[config.mk]
export PLATFORM = sky130hd
export DESIGN_NAME = uart_rx_param
export DESIGN_NICKNAME = d
export VERILOG_FILES = /design/src/rtl/uart_rx_param.sv
export SDC_FILE = /design/constraint.sdc
export NUM_CORES = 1
export LEC_CHECK = 0
export BUFFER_PORTS_ARGS = -buffer_cell sky130_fd_sc_hd__buf_2
export CORE_MARGIN = 2
export CORE_UTILIZATION = 59
export CTS_CLUSTER_SIZE = 20
export DETAILED_ROUTE_END_ITERATION = 10
export GPL_TIMING_DRIVEN = 0
export PLACE_DENSITY = 0.78
export SLEW_MARGIN = 20
export SYNTH_ARGS = -nofsm -noshare
export SYNTH_HDL_FRONTEND = slang
export SYNTH_SLANG_ARGS = --single-unit
[constraint.sdc]
create_clock -name clock -period 2.3 [get_ports clock]
set_input_delay 0 -clock clock [delete_from_list [all_inputs] [get_ports clock]]
set_output_delay 0 -clock clock [all_outputs]
set_load 0.02 [all_outputs]
[src/rtl/uart_rx_param.sv]
// UART receiver: 2-flop input sync, oversampled bit timing with a 3-sample
// majority vote, 5..9 data bits, optional parity, 1..2 stop bits, and a
// valid/ready holding register with per-word status and an overrun pulse.
module uart_rx_param #(
  parameter int CLK_HZ      = 25000000,
  parameter int BAUD_RATE   = 9600,
  parameter int SAMPLE_RATE = 16,
  parameter int DATA_BITS   = 8,
  parameter int PARITY_MODE = 0,
  parameter int STOP_BITS   = 1
) (
  input  logic                 clock,
  input  logic                 reset_n,
  input  logic                 rx,
  output logic [DATA_BITS-1:0] rx_data,
  output logic                 rx_valid,
  input  logic                 rx_ready,
  output logic                 rx_parity_err,
  output logic                 rx_frame_err,
  output logic                 overrun,
  output logic                 busy
);

  localparam int DIV_RAW = CLK_HZ / (BAUD_RATE * SAMPLE_RATE);
  localparam int DIV     = (DIV_RAW < 1) ? 1 : DIV_RAW;
  localparam int CW      = (DIV > 1) ? $clog2(DIV) : 1;
  localparam int KW      = $clog2(SAMPLE_RATE);

  localparam logic [CW-1:0] C_LAST = CW'(DIV - 1);
  localparam logic [KW-1:0] K_S0   = KW'(SAMPLE_RATE / 2 - 1);
  localparam logic [KW-1:0] K_S1   = KW'(SAMPLE_RATE / 2);
  localparam logic [KW-1:0] K_DEC  = KW'(SAMPLE_RATE / 2 + 1);
  localparam logic [KW-1:0] K_END  = KW'(SAMPLE_RATE - 1);
  localparam logic [3:0]    D_LAST = 4'(DATA_BITS - 1);
  localparam logic [3:0]    S_LAST = 4'(STOP_BITS - 1);

  typedef enum logic [2:0] {
    S_IDLE, S_START, S_DATA, S_PARITY, S_STOP, S_BREAK
  } state_t;

  typedef struct packed {
    logic [DATA_BITS-1:0] data;
    logic                 perr;
    logic                 ferr;
  } word_t;

  state_t               state, state_nxt;
  logic [1:0]           sync_q;
  logic                 rx_s;
  logic [CW-1:0]        cnt;
  logic [KW-1:0]        k;
  logic                 tick, dec, bit_end;
  logic                 s0, s1, maj;
  logic [DATA_BITS-1:0] shreg;
  logic [3:0]           bcnt;
  logic                 perr, ferr;
  logic                 done;
  word_t                hold;

  assign rx_s = sync_q[1];

  // Two-flop synchroniser; idles high so reset never looks like a start bit
  always_ff @(posedge clock or negedge reset_n) begin
    if (!reset_n) sync_q <= 2'b11;
    else          sync_q <= {sync_q[0], rx};
  end

  // Oversample tick divider and in-bit tick index; parked at zero while idle
  // so every frame starts its timing from the detected start edge
  always_ff @(posedge clock or negedge reset_n) begin
    if (!reset_n) begin
      cnt <= '0;
      k   <= '0;
    end else if (state == S_IDLE) begin
      cnt <= '0;
      k   <= '0;
    end else if (tick) begin
      cnt <= '0;
      k   <= (k == K_END) ? '0 : k + 1'b1;
    end else begin
      cnt <= cnt + 1'b1;
    end
  end

  assign tick    = (cnt == C_LAST);
  assign dec     = tick && (k == K_DEC);
  assign bit_end = tick && (k == K_END);
  assign maj     = (s0 & s1) | (s0 & rx_s) | (s1 & rx_s);

  // Capture the two early samples; the third is rx_s at the decision tick
  always_ff @(posedge clock or negedge reset_n) begin
    if (!reset_n) begin
      s0 <= 1'b1;
      s1 <= 1'b1;
    end else if (tick) begin
      if (k == K_S0) s0 <= rx_s;
      if (k == K_S1) s1 <= rx_s;
    end
  end

  // FSM state register
  always_ff @(posedge clock or negedge reset_n) begin
    if (!reset_n) state <= S_IDLE;
    else          state <= state_nxt;
  end

  // Next-state logic; frame completes at the last stop-bit decision (mid-bit)
  always_comb begin
    state_nxt = state;
    done      = 1'b0;
    case (state)
      S_IDLE:   if (!rx_s) state_nxt = S_START;
      S_START: begin
        if (dec && maj)   state_nxt = S_IDLE;
        else if (bit_end) state_nxt = S_DATA;
      end
      S_DATA:   if (bit_end && bcnt == D_LAST)
                  state_nxt = (PARITY_MODE != 0) ? S_PARITY : S_STOP;
      S_PARITY: if (bit_end) state_nxt = S_STOP;
      S_STOP: begin
        if (dec && bcnt == S_LAST) begin
          done      = 1'b1;
          state_nxt = (ferr || !maj) ? S_BREAK : S_IDLE;
        end
      end
      S_BREAK:  if (rx_s) state_nxt = S_IDLE;
      default:  state_nxt = S_IDLE;
    endcase
  end

  // Frame datapath: LSB-first shift, bit counter, per-frame error flags
  always_ff @(posedge clock or negedge reset_n) begin
    if (!reset_n) begin
      shreg <= '0;
      bcnt  <= '0;
      perr  <= 1'b0;
      ferr  <= 1'b0;
    end else begin
      case (state)
        S_IDLE: begin
          bcnt <= '0;
          perr <= 1'b0;
          ferr <= 1'b0;
        end
        S_DATA: begin
          if (dec)     shreg <= {maj, shreg[DATA_BITS-1:1]};
          if (bit_end) bcnt  <= (bcnt == D_LAST) ? '0 : bcnt + 1'b1;
        end
        S_PARITY: begin
          // odd: data^parity must be 1, even: must be 0
          if (dec) perr <= (^shreg) ^ maj ^ (PARITY_MODE == 1);
        end
        S_STOP: begin
          if (dec && !maj) ferr <= 1'b1;
          if (bit_end)     bcnt <= bcnt + 1'b1;
        end
        default: ;
      endcase
    end
  end

  // Holding register: load on completion if empty or being drained this
  // cycle, otherwise drop the word and pulse overrun
  always_ff @(posedge clock or negedge reset_n) begin
    if (!reset_n) begin
      hold     <= '0;
      rx_valid <= 1'b0;
      overrun  <= 1'b0;
    end else begin
      overrun <= 1'b0;
      if (done) begin
        if (!rx_valid || rx_ready) begin
          hold     <= '{data: shreg, perr: perr, ferr: ferr | !maj};
          rx_valid <= 1'b1;
        end else begin
          overrun <= 1'b1;
        end
      end else if (rx_valid && rx_ready) begin
        rx_valid <= 1'b0;
      end
    end
  end

  assign rx_data       = hold.data;
  assign rx_parity_err = hold.perr;
  assign rx_frame_err  = hold.ferr;
  assign busy          = (state != S_IDLE);

endmodule
## After elaboration in Yosys (flattened, before gate mapping)

Index checks and enable logic that the tools add are counted.

- Register bits after elaboration: 45
- Word-level logic and storage cells: 105

- Add/sub/neg operators: 3
- Eq/ne operators: 22
- Mux-type cells: 29
- Bitwise logic cells: 7
- Reductions and logical operators: 29

Operator list:

| operator | count |
|---|---|
| $mux 3 | 8 |
| $mux 4 | 6 |
| $ne 2x2->1 const B | 9 |
| $pmux 3 s6 | 1 |
| $mux 8 | 2 |
| $reduce_and 2->1 | 7 |
| $eq 4x4->1 const B | 3 |
| $pmux 4 s3 | 1 |
| $mux 1 | 9 |
| $add 4x1->4 const B | 2 |
| $add 8x1->8 const B | 1 |
| $eq 4x3->1 const B | 2 |
| $eq 8x8->1 const B | 1 |
| $reduce_bool 2->1 | 4 |
| $reduce_xor 8->1 | 1 |
| $logic_and 1x1->1 | 7 |
| $eq 3x2->1 const B | 2 |
| $eq 3x3->1 const B | 2 |
| $reduce_and 6->1 | 1 |
| $reduce_bool 3->1 | 2 |
| $logic_not 4->1 | 1 |
| $pmux 1 s2 | 2 |
| $and 1x1->1 | 3 |
| $eq 3x1->1 const B | 1 |
| 8 further kinds | 12 |

## Depth between registers and ports, before layout

Gate-level depths: netlist of the first run.

- Depth in word-level cells: 8
- Depth in mapped cells: 8

## Least setup slack after synthesis of the first run

OpenSTA, ideal clock, no wires.

- Path kind: register to register
- Start: reg cnt[1]
- End: reg hold (netlist bit rx_data[0])
- Setup time: 0.125 ns
- Data arrival time: 1.768 ns
- Path slack: 0.408 ns
- Stages on the path, launching flop included: 8
- Clock period less this slack: 1.892 ns
- Cell sequence: dfrtp_1 > inv_1 > ha_1 > nor3b_4 > nand4_4 > nor4b_4 > buf_6 > mux2_2

- Cells in the longest elaborated chain, start to end: 6

RTL lines:

| element | RTL line | RTL |
|---|---|---|
| start, declared | 50 | `logic [CW-1:0] cnt;` |
| start signal, assigned | 81 | `cnt <= cnt + 1'b1;` |
| $eq 8x8->1 | 85 | `assign tick = (cnt == C_LAST);` |
| $logic_and 1x1->1 | 86 | `assign dec = tick && (k == K_DEC);` |
| $logic_and 1x1->1 | 121 | `if (dec && bcnt == S_LAST) begin` |
| $mux 1 | 121 |  |
| $mux 1 | 111 | `case (state)` |
| $reduce_and 2->1 (no source line) | -- |  |
| end signal, assigned | 173 | `hold <= '{data: shreg, perr: perr, ferr: ferr \| !maj};` |
| end, declared | 58 | `word_t hold;` |

No other way between the ends.
A chain may end at the register's enable or synchronous reset.

## Worst setup path in the final report of the first run

- Start: reg cnt[1]
- End: reg hold (netlist bit rx_data[1])

The elaborated chain is that of the path after synthesis.

==> qor.yml, run 1 <==
antenna_found_initial: 0
syn_inst: 203
combPwrFrac_pct: 1.4
grt_pass1_wl_microns: 7330
period_share_pct: 91.8
report.final.slew_viol_count: 0
crit_chain: "inv_1, ha_1, nor3b_4, nand4_4, nor4b_4, buf_6, mux2_2"
synth_seq_cells: 45
drc_errors: 0
route.final.wire_length_microns: 4270
dp_hpwl_microns: 3030
seq_area_frac_synth_pct: 49.0
place_inst: 267
wire_per_inst_microns: 15.4
drive_above_1_share_pct: 28.8
dieWidth_microns: 66.6
crit_path_end_kind: "flop"
final_nets: 239
synth_top_flop_cell: "dfrtp_1"
tightest_slew_ns: 0.954
slew_headroom_pct: 36.4
gp_congestion: 0.896
swShare_pct: 19.8
syn_nets: 214
finalClockSkew_ns: 0.00543
place_ws_ns: 0.229
cellPowerDensity_nw_per_um2: 555
synth_edf_count: 0
p_sw_w: 0.000284
avgSynthCellArea_sq_um: 11.4
grt_usage_pct: 22.0
cp-start-kind: "flop"
cp_num_buf_inv: 2
drt_pre_antenna_iters: 4
row_count: 22
via_count: 1575
final_cells: 277
start_util_pct: 62.1
min_path_type: "in2reg"
critPathTopFamily: "simple AND/OR/NAND/NOR gates"
core-area_sq_um: 3720
drtIter0Drc: 102
rsz0062_at_grt: "false"
setup_viol: 0
status: "complete, no violations"
setup_tns_ns: 0
ys_async_sr_fraction_pct: 100
num_antenna_cells: 0
critical_path_class: "reg2reg"
clk_pin_slew_ns: 0.09
cts.sinks: 45
clk_latency_ns: 0.29
io_pins: 17
power.internal_w: 0.00115
grt.overflow.total: 0
portBuffers: 16
ir_drop_uv: 516
viasPerCell: 5.69
slowest_stage: "dfrtp_1"
post_cts_resized: 0
htreeDepth: 2
power_frac_clock_pct: 43.1
cts_tree: "built"
seqPwrFrac_pct: 55.5
syn_area_sq_um: 2310
cp_slowest_stage_delay_ns: 0.41
required_ns: 2.48
grt_pass1_vias: 1604
clk_path_buf_depth: 2
p_leak_nw: 1.24
synth.distinct_cells: 50
die_h_microns: 66.6
ys_warn_count: 0
antenna_left: 0
fmax_ghz: 0.473
period_minus_slack_ns: 2.11
hold_viol_final: 0
worst_slack_ns: 0.188
area_delta_synth_final_pct: 12.1
n_fill_cell: 280
cts_root_buf: "clkbuf_8"
dieArea_sq_um: 4430
cts_buffers: 5
cp.arrival_ns: 2.29
maxCapViolCount: 0
critical_path.max_fanout: 10
grt_max_degree: 46
worst register-to-register path: cells and delay by family (launching register included):
kind | cells | cell delay, ns
adders and majority gates | 1 | 0.16
DFF | 1 | 0.41
muxes | 1 | 0.34
buffers and inverters | 2 | 0.25
and+or+nand+nor | 3 | 0.84
synth_stat cells, types with 2 or more instances:
library cell	instances	share of area, %
a31oi_1	2	0.54
nand3_1	9	2.0
inv_1	11	1.8
nand2_1	11	1.8
o22ai_1	2	0.54
o21ai_0	7	1.5
nor3_1	4	0.87
o21ai_1	2	0.43
xor2_1	6	2.3
nor2_1	19	3.1
xnor2_1	10	3.8
buf_6	3	1.5
ha_1	7	3.8
dfstp_2	4	4.6
mux2_2	19	9.3
a32o_1	2	0.87
dfrtp_1	41	44
and3_1	5	1.4
a21oi_1	7	1.5
nor4_1	2	0.54
flip-flops by register name, summed over array words and instances (netlist names), 2 cells and up:
| signal | cells |
|---|---|
| bcnt | 4 |
| cnt | 8 |
| k | 4 |
| rx_data | 8 |
| shreg | 8 |
| state | 3 |
| sync_q | 2 |
final timing paths:
path                       startpoint          to  slack, ns  depth (start not counted)
setup / recovery               cnt[1]  rx_data[1]       0.19                          7
hold / removal               rx_ready     overrun       0.04                          3
setup reg to reg               cnt[1]  rx_data[1]       0.19                          7
hold reg to reg             sync_q[0]   sync_q[1]       0.36                          0
max in group asynchronous     reset_n  rx_data[1]       1.32                          2
min in group asynchronous     reset_n     overrun       0.39                          2
placed cells by master, fill, tap and decap left out, types with 2 or more instances in the layout:
master and instances:
nor2_1 19, xnor2_1 10, inv_1 11, dfstp_2 4, o21ai_0 7, o22ai_1 2
xor2_1 6, dlygate4sd3_1 2, nor3_1 4, nor4_1 2, a21oi_1 7, nand3_1 9
a31oi_1 2, ha_1 7, dfrtp_1 41, clkbuf_8 7, o21ai_1 2, mux2_2 19
buf_2 16, nand2_1 11, a32o_1 2, and3_1 5, buf_6 3
kinds of logic after synthesis:
kind of cell / after synthesis / share of synthesized area (%)
flops: 45 / 49.0
fa+ha+maj: 8 / 4.28
xor+xnor: 16 / 6.07
buf+inv: 16 / 4.17
compound gates: 29 / 7.91
mux: 20 / 9.70
simple gates: 69 / 18.9
power groups by stage:
| stage | combinational, W | clock (W) | sequential, W |
|---|---|---|---|
| after global placement | 0.0000189 | 0 | 0.000811 |
| after detailed placement | 0.0000194 | 0 | 0.000811 |
| after CTS | 0.0000218 | 0.000631 | 0.000796 |
| final | 0.0000205 | 0.000619 | 0.000796 |
| after global routing | 0.0000243 | 0.000665 | 0.000796 |
| after floorplan | 0.00000153 | 0 | 0.000811 |
per-layer routing:
metal	wire (microns)	GRT usage, %	vias up	part of all wire [%]
met2	2160	38.1	34	51
li1	-	-	760	-
met1	1900	27.9	773	45
met3	157	4.56	8	3.7
met5	0	0	-	0
met4	46	6.38	0	1.1
stage by stage:
step	area (sq um)	utilization, %	hold slack (ns)	power (W)
after floorplan	2310	-	-0.296	0.000812
after global placement	2450	65.9	0.105	0.000830
after detailed placement	2450	65.9	0.106	0.000831
after CTS	2590	69.7	0.0324	0.00145
after global routing	2590	69.7	0.0480	0.00149
final	2590	69.7	0.0350	0.00144
repair_timing:
item,in CTS,in global routing
hold endpoints to repair,42,0
setup buffers,0,0
hold buffers,2,0
layout make-up:
cell class | count | area, sq um | share of cell area (%)
buffer | 5 | 55.1 | 2.13
clock buffer | 6 | 82.6 | 3.19
clock inverter | 2 | 37.5 | 1.45
inverter | 11 | 41.3 | 1.59
multi-input combinational | 142 | 1080 | 41.8
sequential | 45 | 1130 | 43.7
tap | 48 | 60.1 | 2.32
timing repair buffer | 18 | 100 | 3.87
(Power assumes the default switching activity.)
==> inputs of run 2 (changes only) <==
==> constraint.sdc (replaced) <==
create_clock -name clock -period 2.3 [get_ports clock]
set_input_delay 0.115 -clock clock [delete_from_list [all_inputs] [get_ports clock]]
set_output_delay 0.115 -clock clock [all_outputs]
set_load 0.02 [all_outputs]
==> run 2 against run 1 <==
Compared with the run above: the flow now finishes with violations (hold timing); sequential cell count unchanged; setup slack gained 0.0048 ns; non-clock buffer count fell by 1; die area unchanged; final area fell by 0.39%; sequential share of layout area rose by 0.17 points; register-to-register slack about the same; critical endpoint unchanged.
==> qor.yml, run 2 (same netlist as run 1, synthesis figures left out) <==
antenna_left: 0
core-area_sq_um: 3720
finalClockSkew_ns: 0.00622
cp-start-kind: "flop"
violations: "hold timing"
swShare_pct: 19.9
seq_area_sq_um: 1130
combPwrFrac_pct: 1.3
status: "finished with violations"
grt_max_degree: 46
wire_per_inst_microns: 15.6
start_util_pct: 62.1
dieWidth_microns: 66.6
p_leak_nw: 1.23
period_minus_slack_ns: 2.11
gp_congestion: 0.896
critical_path.max_fanout: 10
min_path_type: "in2async"
crit_path_end_kind: "flop"
portBuffers: 16
seqPwrFrac_pct: 55.4
final_nets: 238
via_count: 1570
grt.overflow.total: 0
place_inst: 267
cts.sinks: 45
worstRegToRegCells: 7
dp_hpwl_microns: 3030
cellPowerDensity_nw_per_um2: 557
area_delta_synth_final_pct: 11.7
layout_common_cells: "41 x dfrtp_1, 19 x nor2_1, 19 x mux2_2"
grt_pass1_vias: 1604
cts_buffers: 5
clk_latency_ns: 0.29
route.final.wire_length_microns: 4290
tightest_slew_ns: 0.948
drive_above_1_share_pct: 28.9
setup_tns_ns: 0
final_cells: 276
p_sw_w: 0.000287
worst_slack_ns: 0.193
setup_viol: 0
busiest_layer: "met2"
num_antenna_cells: 0
hold_viol_final: 41
power_w: 0.00144
critical_path_class: "reg2reg"
report.final.slew_viol_count: 0
cts_tree: "built"
htreeDepth: 2
rsz0062_at_grt: "false"
fmax_ghz: 0.475
viasPerCell: 5.69
multi_input_area_sq_um: 1080
cp.arrival_ns: 2.29
clk_path_buf_depth: 2
drtIter0Drc: 103
grt.met3_usage_pct: 4.56
final_common_cell: "dfrtp_1"
grt_usage_pct: 22.0
grt_util_met2_pct: 38.1
holdWs_ns: -0.0375
slew_headroom_pct: 36.8
drc_errors: 0
row_count: 22
ir_drop_uv: 516
grt_use_met1_pct: 27.9
required_ns: 2.48
n_fill_cell: 284
antenna_found_initial: 0
power.internal_w: 0.00115
cts_root_buf: "clkbuf_8"
power_frac_clock_pct: 43.3
die_h_microns: 66.6
io_pins: 17
grt_pass1_wl_microns: 7330
maxCapViolCount: 0
period_share_pct: 91.6
fin_util_pct: 69.4
drt_pre_antenna_iters: 4
dieArea_sq_um: 4430
place_ws_ns: 0.229
clk_pin_slew_ns: 0.08
==> run 2: cell types whose count changed in the layout (fill, tap and decap cells not counted) <==
cell           delta
dlygate4sd3_1     -1
==> run 2: worst max-delay path, stage by stage, from the launching register on <==
cell,delay [ns]
dfrtp_1,0.41
inv_1,0.06
ha_1,0.16
nor3b_4,0.34
nand4_4,0.19
nor4b_4,0.30
buf_6,0.19
mux2_2,0.34
==> run 2: power by group through the flow <==
stage	registers (W)	logic (W)	clock network (W)
global route	0.000796	0.0000230	0.000665
floorplan	0.000811	0.00000153	0
global placement	0.000811	0.0000189	0
CTS	0.000796	0.0000206	0.000631
finish	0.000796	0.0000192	0.000622
detailed placement	0.000811	0.0000194	0
==> run 2: path summary, 6_finish.rpt <==
check	slack, ns	from	end
setup / recovery	0.19	cnt[1]	rx_data[1]
hold / removal	-0.04	reset_n	overrun
setup reg to reg	0.19	cnt[1]	rx_data[1]
hold reg to reg	0.36	sync_q[0]	sync_q[1]
max in group asynchronous	1.75	reset_n	rx_data[1]
min in group clock	0.15	rx_ready	overrun
==> run 2: stage by stage <==
stage / cell area (sq um) / hold slack [ns]
floorplan: 2310 / -0.181
global placement: 2450 / 0.220
detailed placement: 2450 / 0.221
CTS: 2580 / 0.00504
global route: 2580 / 0.0414
finish: 2580 / -0.0375
==> run 2: layout make-up <==
class / count / area share [%]
Buffer: 5 / 2.13
Clock buffer: 6 / 3.20
Clock inverter: 2 / 1.46
Inverter: 11 / 1.60
Multi-Input combinational cell: 142 / 41.9
Sequential cell: 45 / 43.9
Tap cell: 48 / 2.33
Timing Repair Buffer: 17 / 3.49
==> run 2: repair_timing <==
action / in CTS / in global routing
resized for setup: 0 / 0
hold endpoints to repair: 1 / 0
setup buffers: 0 / 0
hold buffers: 1 / 0
==> run 2: layer usage <==
| metal | wire length [microns] | part of all wire [%] |
|---|---|---|
| met4 | 40 | 0.93 |
| met1 | 1950 | 45 |
| met2 | 2170 | 51 |
| met3 | 133 | 3.1 |
| met5 | 0 | 0 |
==> inputs of run 3 (changes only) <==
- CELL_PAD_IN_SITES_DETAIL_PLACEMENT: not set -> 1
- CELL_PAD_IN_SITES_GLOBAL_PLACEMENT: not set -> 1
- CORE_UTILIZATION: 59 -> 50
- CTS_BUF_LIST: not set -> sky130_fd_sc_hd__clkbuf_4
- PLACE_DENSITY: 0.78 -> not set
- PLACE_DENSITY_LB_ADDON: not set -> 0.1
==> run 3 against run 2 <==
Compared with the run above: the run now ends clean; cell count grew 2.2%; sequential power about the same; largest power group unchanged; global-route usage fell by 2.4 points; critical path depth is the same; combinational power increased by 28%.
==> qor.yml, run 3 (same netlist as run 1, synthesis figures left out) <==
gp_congestion: 0.859
hp-start: "rx_ready"
ir_drop_uv: 274
antenna_found_initial: 0
dp_hpwl_microns: 3420
period_share_pct: 93.2
required_ns: 2.55
final_cells: 282
dieArea_sq_um: 5180
critical_path.max_fanout: 10
tightest_slew_ns: 0.474
via_count: 1600
place_inst: 271
route.final.wire_length_microns: 4500
dieWidth_microns: 71.9
worstHoldPathCells: 3
grt_pass1_wl_microns: 7980
drt_pre_antenna_iters: 3
critical_path_class: "reg2reg"
grt_pass1_vias: 1710
grt_max_degree: 46
viasPerCell: 5.67
drc_errors: 0
crit_path_end_kind: "flop"
drive_above_1_share_pct: 29.1
drtIter0Drc: 52
fmax_ghz: 0.467
portBuffers: 16
io_pins: 17
multi_input_area_sq_um: 1080
grt.overflow.total: 0
cellPowerDensity_nw_per_um2: 476
design_area_sq_um: 2550
worstRegToRegCells: 7
clk_path_buf_depth: 2
clk_pin_slew_ns: 0.13
cts_root_buf: "clkbuf_4"
slew_headroom_pct: 68.2
core-area_sq_um: 4410
final_nets: 240
die_h_microns: 71.9
start_util_pct: 52.3
hold_end: "overrun"
area_delta_synth_final_pct: 10.6
maxCapViolCount: 0
setup_tns_ns: 0
timing.rr.end: "rx_data[5]"
cp.arrival_ns: 2.40
setup_viol: 0
row_count: 24
grt_usage_pct: 19.6
antenna_left: 0
r2r-start: "cnt[1]"
hold_viol_final: 0
placed_area_sq_um: 2450
p_leak_nw: 1.22
min_path_type: "in2reg"
wire_per_inst_microns: 16.0
clk_latency_ns: 0.36
num_antenna_cells: 0
htreeDepth: 2
postCtsSetupBuffers: 0
cp-start-kind: "flop"
rsz0062_at_grt: "false"
final_common_cell: "dfrtp_1"
period_minus_slack_ns: 2.14
cts_buffers: 5
finalClockSkew_ns: 0.00999
layout_common_cells: "41 x dfrtp_1, 19 x nor2_1, 19 x mux2_2"
fin_util_pct: 57.9
report.final.slew_viol_count: 0
status: "complete, no violations"
cts_tree: "built"
reg2reg_slack_ns: 0.16
cts.sinks: 45
n_fill_cell: 490
seq_area_sq_um: 1130
==> run 3: critical path, stage by stage (launching register included) <==
cell and delay, ns:
dfrtp_1 0.43, inv_1 0.07, ha_1 0.14, nor3b_4 0.34, nand4_4 0.19, nor4b_4 0.32
buf_6 0.20, mux2_2 0.34
==> run 3: repair_timing <==
item	CTS	global route
hold endpoints to repair	42	0
setup endpoints to repair	0	0
hold buffers	2	0
gates resized for setup	0	0
==> run 3: layout make-up <==
cell class              instances  area share [%]
flip-flops and latches         45            44.3
multi-input cells             142            42.3
repair buffers                 19            4.70
well taps                      52            2.55
plain buffers                   5            2.16
clock buffers                   7            2.06
inverters                      11            1.62
clock inverters                 1           0.294
==> run 3: per-stage QoR <==
step / power, W / hold slack [ns] / setup slack [ns]
after floorplan: 0.000812 / -0.181 / 0.408
after global placement: 0.000830 / 0.221 / 0.213
after detailed placement: 0.000831 / 0.223 / 0.178
after CTS: 0.00123 / 0.0243 / 0.141
after global routing: 0.00127 / 0.0525 / 0.00887
final: 0.00122 / 0.0487 / 0.157
==> run 3: worst max path at each step <==
stage / from / end / slack [ns] / cells past startpoint
after detailed placement: cnt[1] / rx_data[1] / 0.18 / 7
after global routing: cnt[1] / rx_data[7] / 0.009 / 7
after floorplan: cnt[1] / rx_data[0] / 0.41 / 7
after CTS: cnt[1] / rx_data[5] / 0.14 / 7
final: cnt[1] / rx_data[5] / 0.16 / 7
after global placement: cnt[1] / rx_data[3] / 0.21 / 7
==> run 3: routing by layer <==
metal | track usage (%) | vias to the layer above | routed length (microns)
met5 | 0 | - | 0
met4 | 7.34 | 0 | 82
met2 | 33.8 | 18 | 2320
met1 | 24.0 | 810 | 1970
met3 | 4.72 | 8 | 121
li1 | - | 764 | -
==> run 3: power by group <==
part           switching (W)  leakage [nW]  internal (W)
Sequential        0.00000229         0.600      0.000795
Combinational      0.0000162         0.588    0.00000835
Clock               0.000249        0.0324      0.000144
